[src/rtl/seg7_pkg.sv]
// Shared segment codes, conversion FSM states and sizing helpers for the
// multi-channel BCD display driver.
package seg7_pkg;

  localparam logic [6:0] SEG_D0    = 7'b0000001;
  localparam logic [6:0] SEG_D1    = 7'b1001111;
  localparam logic [6:0] SEG_D2    = 7'b0010010;
  localparam logic [6:0] SEG_D3    = 7'b0000110;
  localparam logic [6:0] SEG_D4    = 7'b1001100;
  localparam logic [6:0] SEG_D5    = 7'b0100100;
  localparam logic [6:0] SEG_D6    = 7'b0100000;
  localparam logic [6:0] SEG_D7    = 7'b0001111;
  localparam logic [6:0] SEG_D8    = 7'b0000000;
  localparam logic [6:0] SEG_D9    = 7'b0000100;
  localparam logic [6:0] SEG_BLANK = 7'b1111111;
  localparam logic [6:0] SEG_DASH  = 7'b1111110;
  localparam logic [6:0] SEG_LAMP  = 7'b0000000;

  typedef enum logic [1:0] {
    S_LOAD,
    S_SHIFT,
    S_COMMIT
  } state_t;

  function automatic int max_val(input int digits);
    int v;
    v = 1;
    for (int i = 0; i < digits; i++) v = v * 10;
    return v - 1;
  endfunction

  function automatic int ch_width(input int channels);
    return (channels > 1) ? $clog2(channels) : 1;
  endfunction

endpackage

[src/rtl/seg7_decode.sv]
// Nibble to active-low abcdefg code; non-decimal nibbles render dark.
module seg7_decode
  import seg7_pkg::*;
(
  input  logic [3:0] i_nib,
  output logic [6:0] o_seg
);

  always_comb begin
    case (i_nib)
      4'd0:    o_seg = SEG_D0;
      4'd1:    o_seg = SEG_D1;
      4'd2:    o_seg = SEG_D2;
      4'd3:    o_seg = SEG_D3;
      4'd4:    o_seg = SEG_D4;
      4'd5:    o_seg = SEG_D5;
      4'd6:    o_seg = SEG_D6;
      4'd7:    o_seg = SEG_D7;
      4'd8:    o_seg = SEG_D8;
      4'd9:    o_seg = SEG_D9;
      default: o_seg = SEG_BLANK;
    endcase
  end

endmodule

[src/rtl/seg_multi_bcd.sv]
// Multi-channel 7-segment driver: one shared shift-add-3 converter walks the
// channels round-robin and commits into a digit store that feeds registered segs.
module seg_multi_bcd
  import seg7_pkg::*;
#(
  parameter int CHANNELS  = 2,
  parameter int DATA_W    = 8,
  parameter int DIGITS    = 2,
  parameter int BLINK_DIV = 25
) (
  input  logic                         clk_divide,
  input  logic                         rst_n,
  input  logic                         enable,
  input  logic [CHANNELS*DATA_W-1:0]   data,
  input  logic [CHANNELS-1:0]          lz_blank,
  input  logic [CHANNELS-1:0]          blink,
  output logic [CHANNELS*DIGITS*7-1:0] seg,
  output logic                         frame_done
);

  localparam int MAX_VAL = max_val(DIGITS);
  localparam int CH_W    = ch_width(CHANNELS);
  localparam int BCD_W   = DIGITS * 4;
  localparam int BIT_W   = $clog2(DATA_W + 1);
  localparam int BLK_W   = $clog2(BLINK_DIV);

  localparam logic [DATA_W+31:0] MAX_EXT  = (DATA_W + 32)'(MAX_VAL);
  localparam logic [CH_W-1:0]    CH_LAST  = CH_W'(CHANNELS - 1);
  localparam logic [BIT_W-1:0]   BIT_LAST = BIT_W'(DATA_W - 1);
  localparam logic [BLK_W-1:0]   BLK_LAST = BLK_W'(BLINK_DIV - 1);

  state_t                    r_state;
  state_t                    w_state_nxt;
  logic [CH_W-1:0]           r_ch;
  logic [DATA_W-1:0]         r_bin;
  logic [BCD_W-1:0]          r_bcd;
  logic [BIT_W-1:0]          r_bit_cnt;
  logic                      r_ovf_cur;
  logic                      r_frame_done;
  logic [BCD_W-1:0]          r_store [CHANNELS];
  logic [CHANNELS-1:0]       r_ovf;
  logic [BLK_W-1:0]          r_blink_cnt;
  logic                      r_phase;
  logic [CHANNELS*DIGITS*7-1:0] r_seg;
  logic [CHANNELS*DIGITS*7-1:0] w_seg_nxt;
  logic [DATA_W-1:0]         w_sel;
  logic [BCD_W-1:0]          w_adj;
  logic                      w_lz;
  logic [6:0]                w_dec [CHANNELS*DIGITS];

  assign w_sel      = data[int'(r_ch)*DATA_W +: DATA_W];
  assign seg        = r_seg;
  assign frame_done = r_frame_done;

  always_ff @(posedge clk_divide or negedge rst_n) begin
    if (!rst_n) r_state <= S_LOAD;
    else        r_state <= w_state_nxt;
  end

  always_comb begin
    w_state_nxt = r_state;
    case (r_state)
      S_LOAD:   w_state_nxt = S_SHIFT;
      S_SHIFT:  if (r_bit_cnt == BIT_LAST) w_state_nxt = S_COMMIT;
      S_COMMIT: w_state_nxt = S_LOAD;
      default:  w_state_nxt = S_LOAD;
    endcase
  end

  always_comb begin
    w_adj = r_bcd;
    for (int k = 0; k < DIGITS; k++) begin
      if (r_bcd[k*4 +: 4] >= 4'd5) w_adj[k*4 +: 4] = r_bcd[k*4 +: 4] + 4'd3;
    end
  end

  // Carries out of the top nibble are dropped; overflowed channels show dashes anyway.
  always_ff @(posedge clk_divide or negedge rst_n) begin
    if (!rst_n) begin
      r_ch         <= '0;
      r_bin        <= '0;
      r_bcd        <= '0;
      r_bit_cnt    <= '0;
      r_ovf_cur    <= 1'b0;
      r_frame_done <= 1'b0;
      r_ovf        <= '0;
      for (int c = 0; c < CHANNELS; c++) r_store[c] <= '0;
    end else begin
      r_frame_done <= 1'b0;
      case (r_state)
        S_LOAD: begin
          r_bin     <= w_sel;
          r_bcd     <= '0;
          r_ovf_cur <= ({32'd0, w_sel} > MAX_EXT);
          r_bit_cnt <= '0;
        end
        S_SHIFT: begin
          r_bcd     <= {w_adj[BCD_W-2:0], r_bin[DATA_W-1]};
          r_bin     <= r_bin << 1;
          r_bit_cnt <= r_bit_cnt + BIT_W'(1);
        end
        S_COMMIT: begin
          r_store[r_ch] <= r_bcd;
          r_ovf[r_ch]   <= r_ovf_cur;
          r_frame_done  <= (r_ch == CH_LAST);
          r_ch          <= (r_ch == CH_LAST) ? '0 : r_ch + CH_W'(1);
        end
        default: ;
      endcase
    end
  end

  always_ff @(posedge clk_divide or negedge rst_n) begin
    if (!rst_n) begin
      r_blink_cnt <= '0;
      r_phase     <= 1'b1;
    end else if (r_blink_cnt == BLK_LAST) begin
      r_blink_cnt <= '0;
      r_phase     <= ~r_phase;
    end else begin
      r_blink_cnt <= r_blink_cnt + BLK_W'(1);
    end
  end

  for (genvar c = 0; c < CHANNELS; c++) begin : g_ch
    for (genvar d = 0; d < DIGITS; d++) begin : g_dig
      seg7_decode u_dec (
        .i_nib (r_store[c][d*4 +: 4]),
        .o_seg (w_dec[c*DIGITS+d])
      );
    end
  end

  // A digit is a leading zero when it and every more-significant digit are zero.
  always_comb begin
    w_seg_nxt = '1;
    w_lz      = 1'b0;
    for (int c = 0; c < CHANNELS; c++) begin
      for (int d = 0; d < DIGITS; d++) begin
        w_lz = (d > 0);
        for (int k = 0; k < DIGITS; k++) begin
          if (k >= d && r_store[c][k*4 +: 4] != 4'd0) w_lz = 1'b0;
        end
        if (!enable)                   w_seg_nxt[(c*DIGITS+d)*7 +: 7] = SEG_LAMP;
        else if (blink[c] && !r_phase) w_seg_nxt[(c*DIGITS+d)*7 +: 7] = SEG_BLANK;
        else if (r_ovf[c])             w_seg_nxt[(c*DIGITS+d)*7 +: 7] = SEG_DASH;
        else if (lz_blank[c] && w_lz)  w_seg_nxt[(c*DIGITS+d)*7 +: 7] = SEG_BLANK;
        else                           w_seg_nxt[(c*DIGITS+d)*7 +: 7] = w_dec[c*DIGITS+d];
      end
    end
  end

  always_ff @(posedge clk_divide or negedge rst_n) begin
    if (!rst_n) r_seg <= '1;
    else        r_seg <= w_seg_nxt;
  end

endmodule

[config.mk]
export PLATFORM = sky130hd
export DESIGN_NAME = seg_multi_bcd
export DESIGN_NICKNAME = d
export VERILOG_FILES = /design/src/rtl/seg7_pkg.sv /design/src/rtl/seg7_decode.sv /design/src/rtl/seg_multi_bcd.sv
export SDC_FILE = /design/constraint.sdc
export NUM_CORES = 1
export LEC_CHECK = 0
export CORE_MARGIN = 2
export CORE_UTILIZATION = 40
export CTS_BUF_LIST = sky130_fd_sc_hd__clkbuf_8
export DETAILED_ROUTE_END_ITERATION = 10
export PLACE_DENSITY_LB_ADDON = 0.2
export SETUP_SLACK_MARGIN = 0.05
export SLEW_MARGIN = 20
export SYNTH_ARGS = -nofsm -noshare
export SYNTH_HDL_FRONTEND = slang
export SYNTH_SLANG_ARGS = --single-unit
[constraint.sdc]
create_clock -name clk_divide -period 1.4 [get_ports clk_divide]
set_input_delay 0.14 -clock clk_divide [delete_from_list [all_inputs] [get_ports clk_divide]]
set_output_delay 0.14 -clock clk_divide [all_outputs]
set_load 0.02 [all_outputs]
==> results.tsv, run 1 <==
metric	value	unit
timing.slew.headroom	0.659	
avgSynthCellArea	10.3	µm²
fin_worst_skew	0.00443	ns
worstPathRequired	1.65	ns
cpPeakStageDelay	0.44	ns
fmax	747	MHz
synthesis.area	3990	µm²
synth_top_flop_cell	dfrtp_1	
drt_iter0_drc	100	
peakVddDrop	0.627	mV
yosys_warnings	0	
synth_top_area_frac	0.301	
grtUsageTotal	0.151	
place_congestion	0.810	
vias_per_cell	4.76	
worstPathBufferInverterCount	0	
yosysUniqueCellTypes	39	
crit_arrival	1.59	ns
postLayoutCellArea	5340	µm²
final_core_util	0.548	
grt_pass1_wl	13400	µm
final_max_slew_viol_count	0	
clock_path_buffers	2	
finalNonFillerCells	615	
synth_cells	386	
period_minus_slack	1.34	ns
powerDensity	1630	nW/µm²
die_w	104	µm
firstDrtPassIters	5	
ys_seq_elements	77	
synth-edff-count	0	
die_h	104	µm
drive_gt1_frac	0.313	
crit_path_max_fanout	3	
cts_sinks	77	
h-tree-depth	3	
antenna_found_initial	0	
overflow	0	
hpwl	5450	µm
antenna_cells	0	
grt_max_degree	78	
critPathLaunchType	flop	
syn_to_final_growth	33.8	%
worst_pin_slew	0.510	ns
setup_viol	0	
grt_pass1_vias	2823	
wl	7850	µm
remaining_drc_errors	0	
wire_per_inst	12.8	µm
clk_pin_slew	0.08	ns
cp-end-kind	flop	
p_leak	2.44	nW
final_nets	527	
synthTopCellsByArea	dfrtp_1, dfstp_2, ha_1	
rows	36	
crit_slowest_cell	dfrtp_1	
ios	52	
fin_crit_sh	0.957	
portBuffers	51	
setup.worst_path.class	reg -> reg	
vias	2926	
ant_nets	0	
cts_buffers	9	
yosysTopAreaCell	dfrtp_1	
cts-root-buf	clkbuf_8	
hold_viol	0	
dp_cells	591	
fin_tns_setup	0	ns
placed_cell_area	4860	µm²
core-area	9730	µm²
maxCapViolations	0	
cp_cell_sequence	ha_4 -> nand2b_4 -> a21oi_4 -> xnor2_1 -> o31ai_1	
dieArea	10800	µm²
hp-class	in -> async	
start_util	0.410	
cp_top_family	flip-flops	
fin_hold_ws	0.369	ns
clock_latency	0.35	ns
ys_seq_area_frac	0.492	
tritoncts	done	
grt_setup_unrepaired	yes	
synthArstFlopShare	1.00	
synth_nets	436	
status	finished clean	
-- stage by stage --
stage          setup WS, ns  total power, mW
5_1_grt            0.000961             9.33
3_5_place_dp        -0.0374             6.49
4_1_cts              0.0418             8.24
3_3_place_gp        0.00484             6.42
6_report             0.0606             8.70
2_1_floorplan        0.0552             5.32
-- worst register-to-register path: stages, from the launching register on --
cell      delay [ns]
dfrtp_1         0.44
ha_4            0.18
nand2b_4        0.14
a21oi_4         0.17
xnor2_1         0.10
o31ai_1         0.22
-- synth_stat cells, types with 7 or more instances --
| cell type | count |
|---|---|
| a21oi_1 | 24 |
| dfrtp_1 | 48 |
| nand3_1 | 8 |
| nor2_1 | 33 |
| dfstp_2 | 29 |
| nand2_1 | 38 |
| clkbuf_1 | 7 |
| inv_1 | 22 |
| o21a_1 | 10 |
| o21ai_0 | 35 |
| mux2i_1 | 15 |
| ha_1 | 27 |
| mux2_2 | 14 |
| nand2b_1 | 10 |
-- area by class of cell --
cell class,count,area (µm²)
inverters,22,82.6
repair buffers,98,872
clock inverters,4,45.0
fillers,885,4390
well taps,133,166
flip-flops and latches,77,1970
multi-input cells,269,2040
clock buffers,12,165
-- placed cells by master (no fill, tap or decap), types with 7 or more instances in the layout --
master,synthesis,routed
nand3_1,8,8
clkbuf_8,1,12
mux2i_1,15,14
nand2_1,38,37
dfrtp_1,48,44
inv_2,0,9
buf_4,2,43
nor2_1,33,32
a21oi_1,24,20
o21a_1,10,10
nand2b_1,10,7
clkdlybuf4s15_1,0,22
mux2_4,2,8
mux2_2,14,8
o21ai_0,35,32
ha_1,27,21
clkdlybuf4s50_1,0,21
dfstp_2,29,29
inv_1,22,14
dlygate4sd2_1,0,7
-- path summary, 6_finish.rpt --
check / start / to / slack (ns) / cells after the start
min reg2reg: r_bin[4] / r_bin[4] / 0.49 / 2
min in group clk_divide: blink[1] / seg[14] / 0.45 / 3
max: r_bcd[4] / r_bcd[5] / 0.06 / 5
max reg2reg: r_bcd[4] / r_bcd[5] / 0.06 / 5
min: rst_n / r_bcd[7] / 0.37 / 3
max in group asynchronous: rst_n / r_bcd[2] / 0.71 / 3
-- sequential cells by signal, summed over array words and instances (netlist names) --
signal / count
r_phase: 1
r_state: 2
r_bit_cnt: 4
r_blink_cnt: 5
seg: 28
r_ovf: 2
frame_done: 1
r_store: 16
r_ch: 1
r_bcd: 8
r_bin: 8
r_ovf_cur: 1
-- power breakdown --
group	switching [mW]	internal (mW)	total [mW]
sequential	0.520	2.82	3.34
clock	0.806	0.963	1.77
combinational	1.77	1.82	3.59
-- kinds of logic after synthesis --
group | share of synthesized area
muxes | 0.0847
AOI/OAI and AO/OA | 0.145
DFF | 0.492
buffers and inverters | 0.0477
and+or+nand+nor | 0.130
xor gates and xnor gates | 0.0154
adders and majority gates | 0.0847
-- repair_timing --
item	in CTS	in global routing
gates resized for setup	41	66
pin swaps	2	8
setup buffers	2	5
hold buffers	1	0
endpoints found under the hold margin	48	0
setup endpoints to repair	50	49
-- routing by layer --
metal | share of wire | global-route usage | wire [µm] | vias up
met5 | 0 | 0 | 0 | -
met1 | 0.48 | 0.202 | 3760 | 1355
met4 | 0.025 | 0.0734 | 194 | 0
li1 | - | - | - | 1497
met3 | 0.037 | 0.0264 | 291 | 11
met2 | 0.46 | 0.239 | 3600 | 63
Power figures use the tool's default switching activity.
==> run 2: changes to the inputs <==
REMOVE_ABC_BUFFERS = 1   (was unset)
==> run 2 against run 1 <==
Compared with the run above:
- global-route usage shrank 0.11 points
- total power shrank 4.6%
- combinational power shrank 3%
- routed wire length grew 0.90%
- critical path type unchanged
- largest power group unchanged
==> results.tsv, run 2 (same netlist as run 1, synthesis figures left out) <==
metric	value	unit
maxCapViolations	0	
hold_viol	0	
peakVddDrop	0.507	mV
crit_path_max_fanout	4	
rows	36	
dp_cells	586	
remaining_drc_errors	0	
grtUsageTotal	0.150	
wire_per_inst	13.0	µm
tritoncts	done	
timing.slew.headroom	0.655	
worstPathBufferInverterCount	0	
crit_arrival	1.63	ns
grt_setup_unrepaired	yes	
clk_pin_slew	0.08	ns
overflow	0	
grt_max_degree	47	
hp-class	in -> async	
clkPwrFrac	0.178	
cp_top_family	flip-flops	
placed_cell_area	4830	µm²
wl	7920	µm
status	finished clean	
internal_power	5.25	mW
final_max_slew_viol_count	0	
hpwl	5600	µm
fin_tns_setup	0	ns
switchingPower	3.05	mW
postLayoutCellArea	5270	µm²
worstPathRequired	1.69	ns
dieArea	10800	µm²
firstDrtPassIters	4	
clock_path_buffers	2	
p_seq_frac	0.403	
grt_pass1_wl	13000	µm
fin_crit_sh	0.959	
antenna_found_initial	0	
ant_nets	0	
place_congestion	0.814	
die_w	104	µm
core-area	9730	µm²
fmax	745	MHz
antenna_cells	0	
syn_to_final_growth	32.1	%
start_util	0.410	
switching_share	0.368	
vias	2928	
period_minus_slack	1.34	ns
crit_slowest_cell	dfrtp_2	
largest_reg_flops	28	
powerDensity	1580	nW/µm²
clock_latency	0.35	ns
fillers	876	
cp-end-kind	flop	
p_total	8.30	mW
cts_buffers	9	
mostFrequentLayoutCells	dfrtp_1, nand2_1, buf_4	
finalNonFillerCells	607	
ios	52	
final_common_cell	dfrtp_1	
drive_gt1_frac	0.297	
grt_pass1_vias	2768	
final_nets	519	
drt_iter0_drc	89	
cts_sinks	77	
fin_worst_skew	0.00741	ns
cpPeakStageDelay	0.45	ns
setup.worst_path.class	reg -> reg	
p_leak	2.38	nW
cts-root-buf	clkbuf_8	
portBuffers	51	
final_core_util	0.541	
critPathLaunchType	flop	
vias_per_cell	4.82	
die_h	104	µm
h-tree-depth	3	
setup_viol	0	
pwr-share-comb	0.419	
worst_pin_slew	0.518	ns
cp_cell_sequence	ha_4 -> nand2b_4 -> a21oi_4 -> mux2i_1 -> a22o_1	
==> run 2: cell count changes in the layout (fill, tap and decap cells not counted), sizes merged <==
cell / before / now
dlygate4sd2: 7 / 3
inv: 24 / 26
buf: 47 / 39
bufinv: 1 / 0
clkbuf: 12 / 13
clkdlybuf4s15: 22 / 24
==> run 2: worst register-to-register path, cell delays in order, from the launching register on <==
cell	delay (ns)
dfrtp_2	0.45
ha_4	0.16
nand2b_4	0.14
a21oi_4	0.16
mux2i_1	0.23
a22o_1	0.14
==> run 2: final cells by class <==
| type | count | area, µm² | area share |
|---|---|---|---|
| flip-flops and latches | 77 | 1970 | 0.374 |
| multi-input cells | 269 | 2050 | 0.389 |
| repair buffers | 90 | 830 | 0.158 |
| clock buffers | 11 | 151 | 0.0288 |
| clock inverters | 5 | 20.0 | 0.00380 |
| well taps | 133 | 166 | 0.0316 |
| inverters | 22 | 82.6 | 0.0157 |
==> run 2: power groups by stage <==
| stage | registers, mW | clock network (mW) | logic (mW) |
|---|---|---|---|
| detailed placement | 3.34 | 0 | 3.09 |
| CTS | 3.30 | 1.53 | 3.09 |
| floorplan | 3.56 | 0 | 1.63 |
| global placement | 3.32 | 0 | 3.04 |
| global route | 3.44 | 1.62 | 3.86 |
| finish | 3.34 | 1.48 | 3.48 |
==> run 2: final timing paths <==
| check | start | end | slack, ns | cells after the start |
|---|---|---|---|---|
| max in group asynchronous | rst_n | r_ch | 0.67 | 3 |
| min in group clk_divide | blink[1] | seg[14] | 0.44 | 3 |
| worst min register to register | r_bit_cnt[3] | r_state[1] | 0.49 | 1 |
| worst min-delay path | rst_n | r_store[12] | 0.21 | 2 |
| worst max-delay path | r_bcd[0] | r_bcd[2] | 0.06 | 5 |
| worst max register to register | r_bcd[0] | r_bcd[2] | 0.06 | 5 |
==> run 2: metal layers <==
| layer | global-route usage | up-vias | part of all wire |
|---|---|---|---|
| li1 | - | 1488 | - |
| met1 | 0.194 | 1372 | 0.46 |
| met2 | 0.240 | 61 | 0.49 |
| met3 | 0.0283 | 7 | 0.037 |
| met4 | 0.0782 | 0 | 0.015 |
| met5 | 0 | - | 0 |
==> run 2: what timing repair did <==
action                                  4_1_cts  5_1_grt
hold buffers                                  1        0
gates resized for setup                      45       71
pin swaps                                     2       17
buffers inserted                              1        3
hold endpoints to repair                     63        0
endpoints found under the setup margin       50       44
==> run 2: through the flow <==
step	hold WS, ns	worst slack, ns
after floorplan	-0.156	-0.368
after global placement	0.0268	0.0149
after detailed placement	0.0295	-0.0319
after CTS	0.202	0.0327
after global routing	0.222	-0.0100
final	0.209	0.0577
==> run 3: changes to the inputs <==
CORE_ASPECT_RATIO = 0.5   (was unset)
==> run 3 against run 2 <==
Compared with the run above:
- the run now ends with setup timing left
- final cell count grew 2.3%
- critical path depth grew 1
- register-to-register slack lost 0.07 ns
- core utilization grew 2.1 points
- clock skew shrank 0.0022 ns
- cell area grew 2.1%
- sequential share of layout area shrank 0.77 points
==> results.tsv, run 3 (same netlist as run 1, synthesis figures left out) <==
metric	value	unit
status	finished, violations left	
violations	setup timing	
hold_viol	0	
final_nets	531	
fmax	708	MHz
hp-class	in -> async	
placed_cell_area	4910	µm²
cts_sinks	77	
grt_pass1_vias	2789	
grt_pass1_wl	13600	µm
remaining_drc_errors	0	
period_minus_slack	1.41	ns
hpwl	5790	µm
timing.slew.headroom	0.660	
final_max_slew_viol_count	0	
syn_to_final_growth	34.9	%
setup_viol	1	
grt_max_degree	32	
start_util	0.416	
clock_latency	0.36	ns
firstDrtPassIters	5	
crit_path_max_fanout	3	
fin_worst_skew	0.00517	ns
setup.worst_path.class	reg -> reg	
peakVddDrop	0.704	mV
dp_cells	594	
portBuffers	51	
final_core_util	0.562	
drt_iter0_drc	141	
tritoncts	done	
antenna_cells	0	
final_common_cell	dfrtp_1	
crit_arrival	1.71	ns
critPathLaunchType	flop	
drive_gt1_frac	0.348	
r2r_end	r_bcd[2]	
mostFrequentLayoutCells	dfrtp_1, buf_4, nand2_1	
postLayoutCellArea	5380	µm²
p_total	8.70	mW
crit_start	r_bcd[1]	
cts_buffers	9	
worstPathRequired	1.70	ns
largest_reg_flops	28	
cts-root-buf	clkbuf_8	
dieArea	10800	µm²
worst_pin_slew	0.509	ns
setup_slack	-0.0118	ns
grt_setup_unrepaired	yes	
regToRegSetupSlack	-0.01	ns
place_congestion	0.815	
die_w	145	µm
clk_pin_slew	0.07	ns
cp-end-kind	flop	
vias	2931	
ant_nets	0	
p_leak	2.46	nW
r2r_cells	6	
fin_crit_sh	1.01	
fin_hold_ws	0.211	ns
h-tree-depth	3	
antenna_found_initial	0	
grtUsageTotal	0.162	
powerDensity	1620	nW/µm²
core-area	9570	µm²
overflow	0	
ios	52	
finalNonFillerCells	621	
vias_per_cell	4.72	
clock_path_buffers	2	
rows	25	
wl	8120	µm
die_h	74.6	µm
r2r_start	r_bcd[1]	
maxCapViolations	0	
wire_per_inst	13.1	µm
## run 3: critical path, cell delays in order (launching register included)
cell and delay [ns]:
dfrtp_1 0.37, inv_2 0.07, ha_2 0.18, nand2b_4 0.14
a21oi_4 0.20, mux2i_1 0.24, a22o_1 0.15
## run 3: metrics by stage
| step | setup TNS (ns) | setup WS, ns |
|---|---|---|
| after floorplan | -5.08 | -0.368 |
| after global placement | -0.0123 | -0.00458 |
| after detailed placement | -0.154 | -0.0373 |
| after CTS | 0 | 0.0292 |
| after global routing | -0.108 | -0.0561 |
| final | -0.0118 | -0.0118 |
## run 3: where the power goes
part           internal (mW)  switching, mW
clock network          0.820          0.774
registers               2.82          0.506
logic                   1.88           1.89
## run 3: worst max path at each step
stage	cells past startpoint	slack [ns]	end
floorplan	3	-0.37	r_ovf[0]
global placement	5	-0.005	seg[27]
detailed placement	5	-0.04	seg[24]
CTS	1	0.03	seg[5]
global route	6	-0.06	r_bcd[1]
finish	6	-0.01	r_bcd[2]
## run 3: timing repair
item | 4_1_cts | 5_1_grt
buffers inserted | 3 | 7
endpoints found under the setup margin | 47 | 62
endpoints found under the hold margin | 48 | 0
pin swaps | 6 | 16
resized for setup | 58 | 77
hold buffers | 1 | 0
## run 3: cell type report
type / instances / area, µm²
Inverter: 22 / 82.6
Timing Repair Buffer: 102 / 917
Clock buffer: 13 / 179
Tap cell: 135 / 169
Fill cell: 833 / 4200
Clock inverter: 3 / 11.3
Multi-Input combinational cell: 269 / 2050
Sequential cell: 77 / 1970
## run 3: layer usage
metal / track usage / wire length (µm) / vias up
met2: 0.241 / 3450 / 51
li1: - / - / 1508
met4: 0.0577 / 106 / 0
met5: 0 / 0 / -
met3: 0.0491 / 313 / 9
met1: 0.228 / 4250 / 1363
